===== src/rtl/regfile_ctrl_pkg.sv =====
// Shared encodings for the register-file access arbiter: FSM states and requester IDs.
package regfile_ctrl_pkg;

  typedef enum logic [1:0] {
    IDLE    = 2'b00,
    ACCESS  = 2'b01,
    CAPTURE = 2'b10
  } stateT;

  localparam logic REQ_A = 1'b0;
  localparam logic REQ_B = 1'b1;

endpackage


===== src/rtl/regfile_access_arbiter_if.sv =====
// Requester-side bus of the register-file arbiter: two command ports and a shared read-return bus.
interface regfile_access_arbiter_if #(
  parameter int MEM_WIDTH = 16,
  parameter int MEM_DEPTH = 8
);
  localparam int ADDR_WIDTH = $clog2(MEM_DEPTH);

  logic                  Req_A;
  logic                  Req_B;
  logic                  Wr_A;
  logic                  Wr_B;
  logic [ADDR_WIDTH-1:0] Addr_A;
  logic [ADDR_WIDTH-1:0] Addr_B;
  logic [MEM_WIDTH-1:0]  WrData_A;
  logic [MEM_WIDTH-1:0]  WrData_B;
  logic                  Gnt_A;
  logic                  Gnt_B;
  logic                  RdValid_A;
  logic                  RdValid_B;
  logic [MEM_WIDTH-1:0]  RdData;

  modport master (
    output Req_A, Req_B, Wr_A, Wr_B, Addr_A, Addr_B, WrData_A, WrData_B,
    input  Gnt_A, Gnt_B, RdValid_A, RdValid_B, RdData
  );

  modport slave (
    input  Req_A, Req_B, Wr_A, Wr_B, Addr_A, Addr_B, WrData_A, WrData_B,
    output Gnt_A, Gnt_B, RdValid_A, RdValid_B, RdData
  );

endinterface


===== src/rtl/rr_arbiter_2.sv =====
// Two-way round-robin picker: combinational one-hot grant, registered last-winner pointer.
module rr_arbiter_2
  import regfile_ctrl_pkg::*;
(
  input  logic       CLK,
  input  logic       RST,
  input  logic [1:0] req,
  input  logic       update,
  output logic [1:0] gnt
);

  logic lastGnt;
  logic tiePick;

  // On a tie the requester that did not win last time goes first.
  assign tiePick = (lastGnt == REQ_B) ? REQ_A : REQ_B;

  always_comb begin
    // NOTE: gnt gets a default before any branch so no path leaves it unassigned (no latch).
    gnt = req;
    if (&req) begin
      gnt          = '0;
      gnt[tiePick] = 1'b1;
    end
  end

  always_ff @(posedge CLK) begin
    if (RST) begin
      lastGnt <= REQ_B;
    end else if (update) begin
      lastGnt <= gnt[REQ_B] ? REQ_B : REQ_A;
    end
  end

endmodule


===== src/rtl/regfile_access_arbiter.sv =====
// Shares one single-port register file between requesters A and B: round-robin grant,
// one-cycle RF strobes from registered state, and a registered read-return bus.
module regfile_access_arbiter
  import regfile_ctrl_pkg::*;
#(
  parameter  int MEM_WIDTH  = 16,
  parameter  int MEM_DEPTH  = 8,
  localparam int ADDR_WIDTH = $clog2(MEM_DEPTH)
) (
  input  logic                    CLK,
  input  logic                    RST,
  regfile_access_arbiter_if.slave bus,
  output logic                    RF_WrEn,
  output logic                    RF_RdEn,
  output logic [ADDR_WIDTH-1:0]   RF_Address,
  output logic [MEM_WIDTH-1:0]    RF_WrData,
  input  logic [MEM_WIDTH-1:0]    RF_RdData
);

  stateT                 state;
  logic                  cmdWr;
  logic                  cmdOwner;
  logic [ADDR_WIDTH-1:0] cmdAddr;
  logic [MEM_WIDTH-1:0]  cmdWrData;

  logic [1:0] req;
  logic [1:0] gnt;
  logic       winB;
  logic       arbUpdate;

  assign req       = {bus.Req_B, bus.Req_A};
  assign winB      = gnt[REQ_B];
  assign arbUpdate = (state == IDLE) && (|req);

  rr_arbiter_2 uArb (
    .CLK    (CLK),
    .RST    (RST),
    .req    (req),
    .update (arbUpdate),
    .gnt    (gnt)
  );

  // RF side decodes only from state and command registers, so both strobes can never coexist.
  assign RF_WrEn    = (state == ACCESS) && cmdWr;
  assign RF_RdEn    = (state == ACCESS) && !cmdWr;
  assign RF_Address = cmdAddr;
  assign RF_WrData  = cmdWrData;

  always_ff @(posedge CLK) begin
    if (RST) begin
      // NOTE: non-blocking assignments so every register updates from its pre-edge value.
      state         <= IDLE;
      cmdWr         <= 1'b0;
      cmdOwner      <= REQ_A;
      cmdAddr       <= '0;
      cmdWrData     <= '0;
      bus.Gnt_A     <= 1'b0;
      bus.Gnt_B     <= 1'b0;
      bus.RdValid_A <= 1'b0;
      bus.RdValid_B <= 1'b0;
      bus.RdData    <= '0;
    end else begin
      bus.Gnt_A     <= 1'b0;
      bus.Gnt_B     <= 1'b0;
      bus.RdValid_A <= 1'b0;
      bus.RdValid_B <= 1'b0;

      case (state)
        IDLE: begin
          if (|req) begin
            cmdOwner  <= winB ? REQ_B : REQ_A;
            cmdWr     <= winB ? bus.Wr_B : bus.Wr_A;
            cmdAddr   <= winB ? bus.Addr_B : bus.Addr_A;
            cmdWrData <= winB ? bus.WrData_B : bus.WrData_A;
            bus.Gnt_A <= gnt[REQ_A];
            bus.Gnt_B <= gnt[REQ_B];
            state     <= ACCESS;
          end
        end
        ACCESS: begin
          state <= cmdWr ? IDLE : CAPTURE;
        end
        CAPTURE: begin
          bus.RdData    <= RF_RdData;
          bus.RdValid_A <= (cmdOwner == REQ_A);
          bus.RdValid_B <= (cmdOwner == REQ_B);
          state         <= IDLE;
        end
        default: begin
          state <= IDLE;
        end
      endcase
    end
  end

endmodule

===== src/flat_wrapper.sv =====
// flat-port wrapper written by rule: the top's interface ports become plain ports
module regfile_access_arbiter_flat import regfile_ctrl_pkg::*;
#(
  parameter  int MEM_WIDTH  = 16,
  parameter  int MEM_DEPTH  = 8,
  localparam int ADDR_WIDTH = $clog2(MEM_DEPTH)
)
  (CLK, RST, RF_WrEn, RF_RdEn, RF_Address, RF_WrData, RF_RdData, bus_Req_A, bus_Req_B, bus_Wr_A, bus_Wr_B, bus_Addr_A, bus_Addr_B, bus_WrData_A, bus_WrData_B, bus_Gnt_A, bus_Gnt_B, bus_RdValid_A, bus_RdValid_B, bus_RdData);
  regfile_access_arbiter_if #(.MEM_WIDTH(MEM_WIDTH), .MEM_DEPTH(MEM_DEPTH)) bus_i ();
  input  logic CLK;
  input  logic RST;
  output logic RF_WrEn;
  output logic RF_RdEn;
  output logic [ADDR_WIDTH-1:0] RF_Address;
  output logic [MEM_WIDTH-1:0] RF_WrData;
  input  logic [MEM_WIDTH-1:0] RF_RdData;
  input wire logic [$bits(bus_i.Req_A)-1:0] bus_Req_A;
  input wire logic [$bits(bus_i.Req_B)-1:0] bus_Req_B;
  input wire logic [$bits(bus_i.Wr_A)-1:0] bus_Wr_A;
  input wire logic [$bits(bus_i.Wr_B)-1:0] bus_Wr_B;
  input wire logic [$bits(bus_i.Addr_A)-1:0] bus_Addr_A;
  input wire logic [$bits(bus_i.Addr_B)-1:0] bus_Addr_B;
  input wire logic [$bits(bus_i.WrData_A)-1:0] bus_WrData_A;
  input wire logic [$bits(bus_i.WrData_B)-1:0] bus_WrData_B;
  output wire logic [$bits(bus_i.Gnt_A)-1:0] bus_Gnt_A;
  output wire logic [$bits(bus_i.Gnt_B)-1:0] bus_Gnt_B;
  output wire logic [$bits(bus_i.RdValid_A)-1:0] bus_RdValid_A;
  output wire logic [$bits(bus_i.RdValid_B)-1:0] bus_RdValid_B;
  output wire logic [$bits(bus_i.RdData)-1:0] bus_RdData;
  assign bus_i.Req_A = bus_Req_A;
  assign bus_i.Req_B = bus_Req_B;
  assign bus_i.Wr_A = bus_Wr_A;
  assign bus_i.Wr_B = bus_Wr_B;
  assign bus_i.Addr_A = bus_Addr_A;
  assign bus_i.Addr_B = bus_Addr_B;
  assign bus_i.WrData_A = bus_WrData_A;
  assign bus_i.WrData_B = bus_WrData_B;
  assign bus_Gnt_A = bus_i.Gnt_A;
  assign bus_Gnt_B = bus_i.Gnt_B;
  assign bus_RdValid_A = bus_i.RdValid_A;
  assign bus_RdValid_B = bus_i.RdValid_B;
  assign bus_RdData = bus_i.RdData;
  regfile_access_arbiter #(.MEM_WIDTH(MEM_WIDTH), .MEM_DEPTH(MEM_DEPTH)) u_core (.CLK(CLK), .RST(RST), .bus(bus_i), .RF_WrEn(RF_WrEn), .RF_RdEn(RF_RdEn), .RF_Address(RF_Address), .RF_WrData(RF_WrData), .RF_RdData(RF_RdData));
endmodule

===== config.mk =====
export PLATFORM = sky130hd
export DESIGN_NAME = regfile_access_arbiter_flat
export DESIGN_NICKNAME = d
export VERILOG_FILES = /design/src/rtl/regfile_ctrl_pkg.sv /design/src/rtl/regfile_access_arbiter_if.sv /design/src/rtl/rr_arbiter_2.sv /design/src/rtl/regfile_access_arbiter.sv /design/src/flat_wrapper.sv
export SDC_FILE = /design/constraint.sdc
export NUM_CORES = 1
export LEC_CHECK = 0
export ABC_CLOCK_PERIOD_IN_PS = 1300
export CAP_MARGIN = 20
export CORE_ASPECT_RATIO = 0.75
export CORE_UTILIZATION = 35
export CTS_CLUSTER_DIAMETER = 40
export CTS_CLUSTER_SIZE = 24
export DETAILED_ROUTE_END_ITERATION = 8
export GPL_ROUTABILITY_DRIVEN = 0
export PLACE_DENSITY_LB_ADDON = 0.25
export SYNTH_ARGS = -nofsm -noshare
export SYNTH_HDL_FRONTEND = slang
export SYNTH_SLANG_ARGS = --single-unit

===== constraint.sdc =====
create_clock -name CLK -period 1.3 [get_ports CLK]
set_input_delay 0.26 -clock CLK [delete_from_list [all_inputs] [get_ports CLK]]
set_output_delay 0.26 -clock CLK [all_outputs]
set_load 0.005 [all_outputs]

## Word level (Yosys, flattened, before mapping)

Index checks and enable logic that the tools add are counted.

| storage, ports and cells | value |
|---|---|
| bits of input ports | 60 |
| output and inout bits | 41 |
| bits in registers | 44 |
| logic and storage cells | 42 |

| operators by class | value |
|---|---|
| $lt $le $gt $ge | 2 |
| muxes and demuxes | 11 |
| equal/unequal tests | 3 |
| reduce and logical (&&, ||, !) cells | 11 |
| bitwise operators | 4 |

Operators by type and width:

| cell | number |
|---|---|
| 16-bit two-way mux | 1 |
| 2-bit two-way mux | 3 |
| 1-bit logical AND | 4 |
| 1-bit two-way mux | 4 |
| 1-bit NOT | 4 |
| 2-bit case mux with 2 select lines | 1 |
| 2-bit AND reduction | 2 |
| 2-bit OR reduction | 2 |
| 3-bit two-way mux | 1 |
| 3-bit OR reduction | 1 |
| 2-bit by 1-bit equality test with 1-bit output (second input constant) | 1 |
| 2-bit equality test (second input constant) | 1 |
| 2-bit zero test | 1 |
| 1-bit by 2-bit < comparator with 1-bit output (second input constant) | 1 |
| 2-bit != test (second input constant) | 1 |
| 1-bit demux with 1-bit select | 1 |
| 1-bit greater-or-equal comparator (second input constant) | 1 |
| 1-bit zero test | 1 |

## Longest topological paths before layout

Gate-level depths: netlist of run 1.

| logic depth | value |
|---|---|
| depth after elaboration | 7 |
| depth in mapped cells | 5 |
| depth with buffers taken out | 3 |

## Cells and area by module

A second synthesis of run 1 with hierarchy kept.

| second synthesis, totals | value |
|---|---|
| cell total of the unflattened synthesis | 193 |
| area total of the unflattened synthesis | 1,991.9 sq um |

By module, submodules not included:

| module | sequential area each (sq um) | cells each | times used | area each (sq um) |
|---|---|---|---|---|
| regfile_access_arbiter | 860.8 | 187 | 1 | 1,938.1 |
| rr_arbiter_2 | 20.0 | 6 | 1 | 53.8 |

## Worst setup path before layout of run 1

OpenSTA, ideal clock, no wires.

| path | value |
|---|---|
| path kind | input-to-reg |
| from | in bus_Req_A |
| to | reg u_core.cmdWrData[10], in the netlist u_core.RF_WrData[10] |
| data required time | 1.211 ns |
| cell stages on the path | 5 |
| arrival time | 1.054 ns |
| setup time | 0.089 ns |
| path buffers | 2 |
| slack | 0.157 ns |
| cells stage by stage | or2_1 > clkbuf_2 > and2_4 > buf_6 > a311oi_2 |

| between the ends | value |
|---|---|
| longest elaborated chain between the ends | 3 |
| elaborated cells on any way between the ends | 5 |
| classes of those cells | mux: 2; reduce/logical: 3 |

RTL lines:

| element | line | text |
|---|---|---|
| start: declaration | flat_wrapper.sv:17 | `input wire logic [$bits(bus_i.Req_A)-1:0] bus_Req_A;` |
| 2-bit AND reduction | rr_arbiter_2.sv:21 | `if (&req) begin` |
| 2-bit two-way mux | rr_arbiter_2.sv:21 |  |
| 16-bit two-way mux | regfile_access_arbiter.sv:74 | `cmdWrData <= winB ? bus.WrData_B : bus.WrData_A;` |
| end signal: assignment | regfile_access_arbiter.sv:74 |  |
| end: declaration | regfile_access_arbiter.sv:24 | `logic [MEM_WIDTH-1:0] cmdWrData;` |

Several ways; a longest one is shown, not always the timed one.
A chain may end at the register's enable or synchronous reset.

## Worst setup path after layout of run 1

| path | value |
|---|---|
| from | reg u_core.state[0] |
| to | out RF_RdEn |

| between the ends | value |
|---|---|
| longest elaborated chain between the ends | 2 |

RTL lines:

| element | line | text |
|---|---|---|
| start: declaration | regfile_access_arbiter.sv:20 | `stateT state;` |
| start signal: assignment | regfile_access_arbiter.sv:81 | `state <= cmdWr ? IDLE : CAPTURE;` |
| 2-bit by 1-bit equality test with 1-bit output | regfile_access_arbiter.sv:45 | `assign RF_RdEn = (state == ACCESS) && !cmdWr;` |
| 1-bit logical AND | regfile_access_arbiter.sv:45 |  |
| end: declaration | flat_wrapper.sv:13 | `output logic RF_RdEn;` |

No other way between the ends.

==> results of run 1 <==
-- flip-flops by register name, summed over array words and instances, names as in the netlist --
name and flops:
u_core.cmdOwner 1, u_core.bus.Gnt_B 1, u_core.cmdWr 1, u_core.RF_Address 3, u_core.bus.RdValid_B 1, u_core.uArb.lastGnt 1, u_core.bus.Gnt_A 1, u_core.bus.RdData 16
u_core.state 2, u_core.bus.RdValid_A 1, u_core.RF_WrData 16
-- power by group through the flow --
stage                     clock [mW]  sequential (mW)  combinational (mW)
after floorplan                    0             1.55               0.390
after global routing            1.13             1.54               0.918
final                           1.02             1.53               0.842
after global placement             0             1.55               0.871
after detailed placement           0             1.55               0.881
after CTS                       1.06             1.52               0.842
-- tightest hold or removal path, stage by stage --
cell and delay, ns:
buf_2 0.10, buf_12 0.23, a21oi_1 0.06
-- metrics by stage --
step | cells | setup TNS, ns | cell area, sq um | total power, mW | hold WS, ns
2_1_floorplan | 214 | 0 | 1881 | 1.941 | 0.3960
3_3_place_gp | 385 | -6.800 | 3029 | 2.417 | 0.4329
3_5_place_dp | 385 | -7.328 | 3029 | 2.427 | 0.4422
4_1_cts | 394 | -0.05063 | 3148 | 3.426 | 0.3998
5_1_grt | 394 | -0.03737 | 3157 | 3.588 | 0.4208
6_report | 394 | 0 | 3157 | 3.393 | 0.4123
-- layout make-up --
cell class	count	area, sq um	area share
clock inverter	2	35.03	0.01110
clock buffer	6	72.57	0.02299
timing repair buffer	119	1121	0.3551
multi-input combinational	151	929.6	0.2945
sequential	44	908.4	0.2878
tap	72	90.09	0.02854
-- worst max-delay path by stage --
stage	end	start	cells after the start	slack (ns)
after global routing	RF_RdEn	u_core.state[0]	2	-0.02
after detailed placement	u_core.RF_WrData[11]	bus_Req_B	5	-0.35
after CTS	RF_RdEn	u_core.state[0]	2	-0.05
final	RF_RdEn	u_core.state[0]	2	0.06
after floorplan	u_core.RF_WrData[10]	bus_Req_A	5	0.16
after global placement	u_core.RF_WrData[10]	bus_Req_B	5	-0.32
-- cell usage in the layout (no fill, tap or decap), types with 5 or more instances in the layout --
cell type	n
buf_4	12
buf_6	5
nand2_1	74
clkdlybuf4s50_1	56
a21oi_1	38
clkbuf_8	5
a311oi_2	20
dlygate4sd2_1	41
dfxtp_2	22
dfxtp_1	22
-- layer usage --
| layer | track usage | up-vias | share of wire |
|---|---|---|---|
| met5 | 0 | - | 0 |
| met4 | 0.04792 | 0 | 0.0087 |
| met3 | 0.06910 | 5 | 0.085 |
| met2 | 0.3373 | 72 | 0.46 |
| met1 | 0.2337 | 872 | 0.45 |
| li1 | - | 949 | - |
-- cell families after synthesis --
family	Yosys count	share of synthesized area
buf+inv	20	0.05588
simple gates	88	0.1943
compound gates	62	0.2814
flops	44	0.4684
-- repair_timing --
item | in CTS | in global routing
cloned | 1 | 0
gates resized for setup | 77 | 5
pin swaps | 2 | 3
endpoints found under the setup margin | 61 | 5
==> impl_metrics.csv, run 1 <==
group,metric,value,unit
synth,yosys-top-cells-count,"74 x nand2_1, 44 x dfxtp_1, 38 x a21oi_1",
grt,grt_max_degree,45,
synth,synth_top_area_cell,"dfxtp_1",
floorplan,die_x,86.64,um
worst_hold_path,hold_end,"u_core.bus.RdData[1]",
clock_tree,cts_tree,"built",
synth,synthArstFlopShare,0,
clock_tree,path_clk_slew,0.08,ns
synth,syn_nets,274,
setup_path,critPathMaxStageDelay,0.35,ns
floorplan,dieArea,0.005673,sq mm
clock_tree,cts_inserted_buffers,5,
synth,yosysSeqAreaShare,0.4684,
layout,area_delta_synth_final,67.86,%
pwr,p_leak,1.342,nW
pwr,power_frac_seq,0.450,
worst_hold_path,hold_path.class,"in -> reg",
pwr,worst_ir_drop_vdd,0.0005214,V
pwr,pwr-share-comb,0.248,
setup_path,cp.arrival,0.98,ns
sta,fmax,808.0,MHz
routing,routed_wl,5057,um
routing,vias,1898,
setup_path,endpoint_kind,"output pin",
clock_tree,insertion_delay,0.30,ns
setup_path,cpMaxStageDelayCell,"dfxtp_2",
sta,fin_ws,0.06232,ns
setup_path,path_delay_family,"flip-flops",
floorplan,start_util,0.3733,
setup_path,critical_path.cell_chain,"nor3b_4, buf_2",
clock_tree,cts_hold_buf,0,
synth,synth.area.top_cells,"dfxtp_1 47%, a311oi_2 16%, nand2_1 15%",
synth,ys.flop_type,"dfxtp_1",
synth,synth_area_per_cell,8.788,sq um
sta,skew,0.007797,ns
sta,setup_viol,0,
setup_path,r2r_slack,0.07,ns
worst_hold_path,worstHoldPathCells,3,
setup_path,crit_type,"reg -> out",
layout,diodes,0,
sta,min_period_over_period,0.9521,
floorplan,core_area,0.005037,sq mm
routing,drc_errors,0,
routing,wl_per_cell,12.84,um
sta,hold_viol,0,
grt,grt_pass1_vias,1809,
routing,vias_per_cell,4.817,
setup_path,cp-start-kind,"flop",
setup_path,required,1.04,ns
layout,nNetsFinal,381,
pwr,p_sw,0.8763,mW
sta,worst_pin_slew,0.2465,ns
clock_tree,cts_setup_buffers,0,
routing,drt_pass1_iterations,4,
placed_design,io_buffers,100,
clock_tree,h-tree-depth,2,
synth,synth_edf_count,0,
outcome,status,"completed",
synth,synth.most_common_cell,"nand2_1",
floorplan,die_y,65.48,um
placed_design,hpwl,3596,um
synth,synth_warnings,0,
pwr,sw_frac_of_total,0.2582,
setup_path,r2r-end,"u_core.RF_WrData[6]",
grt,track_usage,0.1959,
routing,drt-initial-drc-count,58,
routing,ant_nets,0,
setup_path,worstPathMaxFanout,4,
setup_path,path_buf_inv,1,
synth,synth_top_area_share,0.4684,
grt,antenna_found_initial,0,
placed_design,dp_slack,-0.3511,ns
pwr,power.share.clock,0.302,
synth,synth.distinct_cells,22,
grt,grt_pass1_wl,8480,um
pwr,p_per_area,1075,mW/mm^2
run,drv_cap,0,
layout,drive_above_1_share,0.2453,
floorplan,ios,101,
setup_path,rr_startpoint,"u_core.state[0]",
sta,rsz0062_at_grt,"yes",
synth,ys_ff_latch,44,
sta,drv_slew,0,
setup_path,ff2ff_path_depth,5,
synth,syn-instance-count,214,
floorplan,core.rowCount,22,
synth,synth_area,0.001881,sq mm
layout,fill_cells,464,
clock_tree,cts_root_buffer,"clkbuf_8",
clock_tree,clock-sinks,44,
grt,grt_overflow_total,0,
clock_tree,clock_path_buffers,2,
sta,slew-limit-headroom,0.8357,
worst_hold_path,hp-start,"RST",
sta,fin_crit,1.238,ns
pwr,p_int,2.517,mW
layout,final_util,0.6267,
Power figures use the tool's default switching activity.
==> run 2: changes to the inputs <==
--- a/config.mk
+++ b/config.mk
@@ -8,7 +8,8 @@
 export ABC_CLOCK_PERIOD_IN_PS = 1300
 export CAP_MARGIN = 20
 export CORE_ASPECT_RATIO = 0.75
-export CORE_UTILIZATION = 35
+export CORE_MARGIN = 2
+export CORE_UTILIZATION = 39
 export CTS_CLUSTER_DIAMETER = 40
 export CTS_CLUSTER_SIZE = 24
 export DETAILED_ROUTE_END_ITERATION = 8
==> impl_metrics.csv, run 2 (same netlist as run 1, synthesis figures left out) <==
group,metric,value,unit
clock_tree,h-tree-depth,2,
placed_design,io_buffers,100,
layout,ff_latch_area,900.9,sq um
clock_tree,clock_path_buffers,2,
layout,area_delta_synth_final,66.00,%
setup_path,rr_startpoint,"u_core.state[0]",
routing,drc_errors,0,
placed_design,place_area,0.003003,sq mm
grt,grt_max_degree,45,
sta,fin_ws,0.05350,ns
sta,worst_pin_slew,0.2538,ns
clock_tree,cts_root_buffer,"clkbuf_8",
sta,setup_viol,0,
clock_tree,path_clk_slew,0.08,ns
layout,fill_cells,411,
sta,fmax,802.2,MHz
setup_path,critical_path.cell_chain,"nor3b_2, buf_2",
floorplan,core_area,0.004546,sq mm
routing,wl_per_cell,13.94,um
layout,finish.instance_area,0.003122,sq mm
floorplan,die_y,64.14,um
layout,final_util,0.6868,
clock_tree,cts_inserted_buffers,5,
setup_path,endpoint_kind,"output pin",
sta,min_period_over_period,0.9588,
clock_tree,insertion_delay,0.28,ns
clock_tree,clock-sinks,44,
floorplan,core.rowCount,21,
setup_path,required,1.04,ns
setup_path,crit_type,"reg -> out",
sta,drv_slew,0,
sta,tns,0,ns
placed_design,hpwl,3731,um
floorplan,start_util,0.4137,
worst_hold_path,hold_path.class,"in -> reg",
layout,fin_cells,380,
grt,grt_pass1_wl,8811,um
floorplan,ios,101,
sta,skew,0.004103,ns
setup_path,worstPathMaxFanout,3,
clock_tree,cts_tree,"built",
worst_hold_path,hp-start,"RST",
run,drv_cap,0,
sta,hold_viol,0,
sta,fin_crit,1.247,ns
floorplan,dieArea,0.005399,sq mm
pwr,worst_ir_drop_vdd,0.0007466,V
layout,final_cell_mix,"74 x nand2_1, 56 x clkdlybuf4s50_1, 41 x dlygate4sd2_1",
outcome,status,"completed",
layout,diodes,0,
grt,antenna_found_initial,0,
routing,ant_nets,0,
routing,routed_wl,5298,um
grt,grt_overflow_total,0,
pwr,p_leak,1.341,nW
routing,drt_pass1_iterations,4,
placed_design,dp_cells,369,
layout,multi_input_area,923.4,sq um
placed_design,dp_slack,-0.3778,ns
sta,rsz0062_at_grt,"no",
layout,drive_above_1_share,0.2291,
sta,slew-limit-headroom,0.8308,
grt,track_usage,0.2020,
setup_path,path_buf_inv,1,
routing,vias_per_cell,5.055,
setup_path,path_delay_family,"flip-flops",
floorplan,die_x,84.18,um
setup_path,critPathMaxStageDelay,0.34,ns
pwr,finalPower,3.389,mW
setup_path,cp.arrival,0.99,ns
pwr,p_per_area,1086,mW/mm^2
layout,final_common_cell,"nand2_1",
sta,hold_slack,0.4136,ns
setup_path,cpMaxStageDelayCell,"dfxtp_2",
routing,vias,1921,
setup_path,cp-start-kind,"flop",
setup_path,cp-startpoint,"u_core.cmdWr",
layout,nNetsFinal,382,
clock_tree,cts_hold_buf,0,
grt,grt_pass1_vias,1960,
routing,drt-initial-drc-count,68,
[run 2: changes by cell type in the layout (fill, tap and decap cells not counted)]
cell,change
buf_2,+1
buf_6,-2
nor3b_4,-1
dfxtp_1,+6
dfxtp_2,-6
nor3b_2,+1
buf_4,+2
[run 2: worst paths after layout]
| kind | slack (ns) | to | cells past startpoint |
|---|---|---|---|
| setup / recovery | 0.05 | RF_RdEn | 2 |
| hold / removal | 0.41 | u_core.RF_WrData[6] | 3 |
| setup reg to reg | 0.07 | u_core.RF_WrData[7] | 5 |
| hold reg to reg | 0.45 | u_core.bus.RdValid_A | 1 |
[run 2: tightest hold or removal path, stage by stage]
cell and delay, ns:
buf_2 0.10, buf_12 0.23, a311oi_2 0.05
[run 2: power breakdown]
group          total (mW)  switching (mW)  internal, mW
registers            1.52          0.0574          1.46
clock network        1.02           0.448         0.571
logic               0.849           0.373         0.476
[run 2: layout make-up]
cell class / count / share of cell area
multi-input combinational: 151 / 0.2958
timing repair buffer: 120 / 0.3583
clock buffer: 6 / 0.02325
sequential: 44 / 0.2886
clock inverter: 2 / 0.01122
tap: 57 / 0.02285
[run 2: per-layer routing]
metal	vias to the layer above	routed length, um	GRT usage
li1	952	-	-
met2	57	2465	0.3393
met5	-	0	0
met4	0	42	0.06452
met1	906	2495	0.2598
met3	6	295	0.04393
[run 2: repair_timing]
item,in CTS,in global routing
resized for setup,73,0
gates cloned,2,0
buffers inserted,0,1
pin swaps,1,2
setup endpoints to repair,61,2
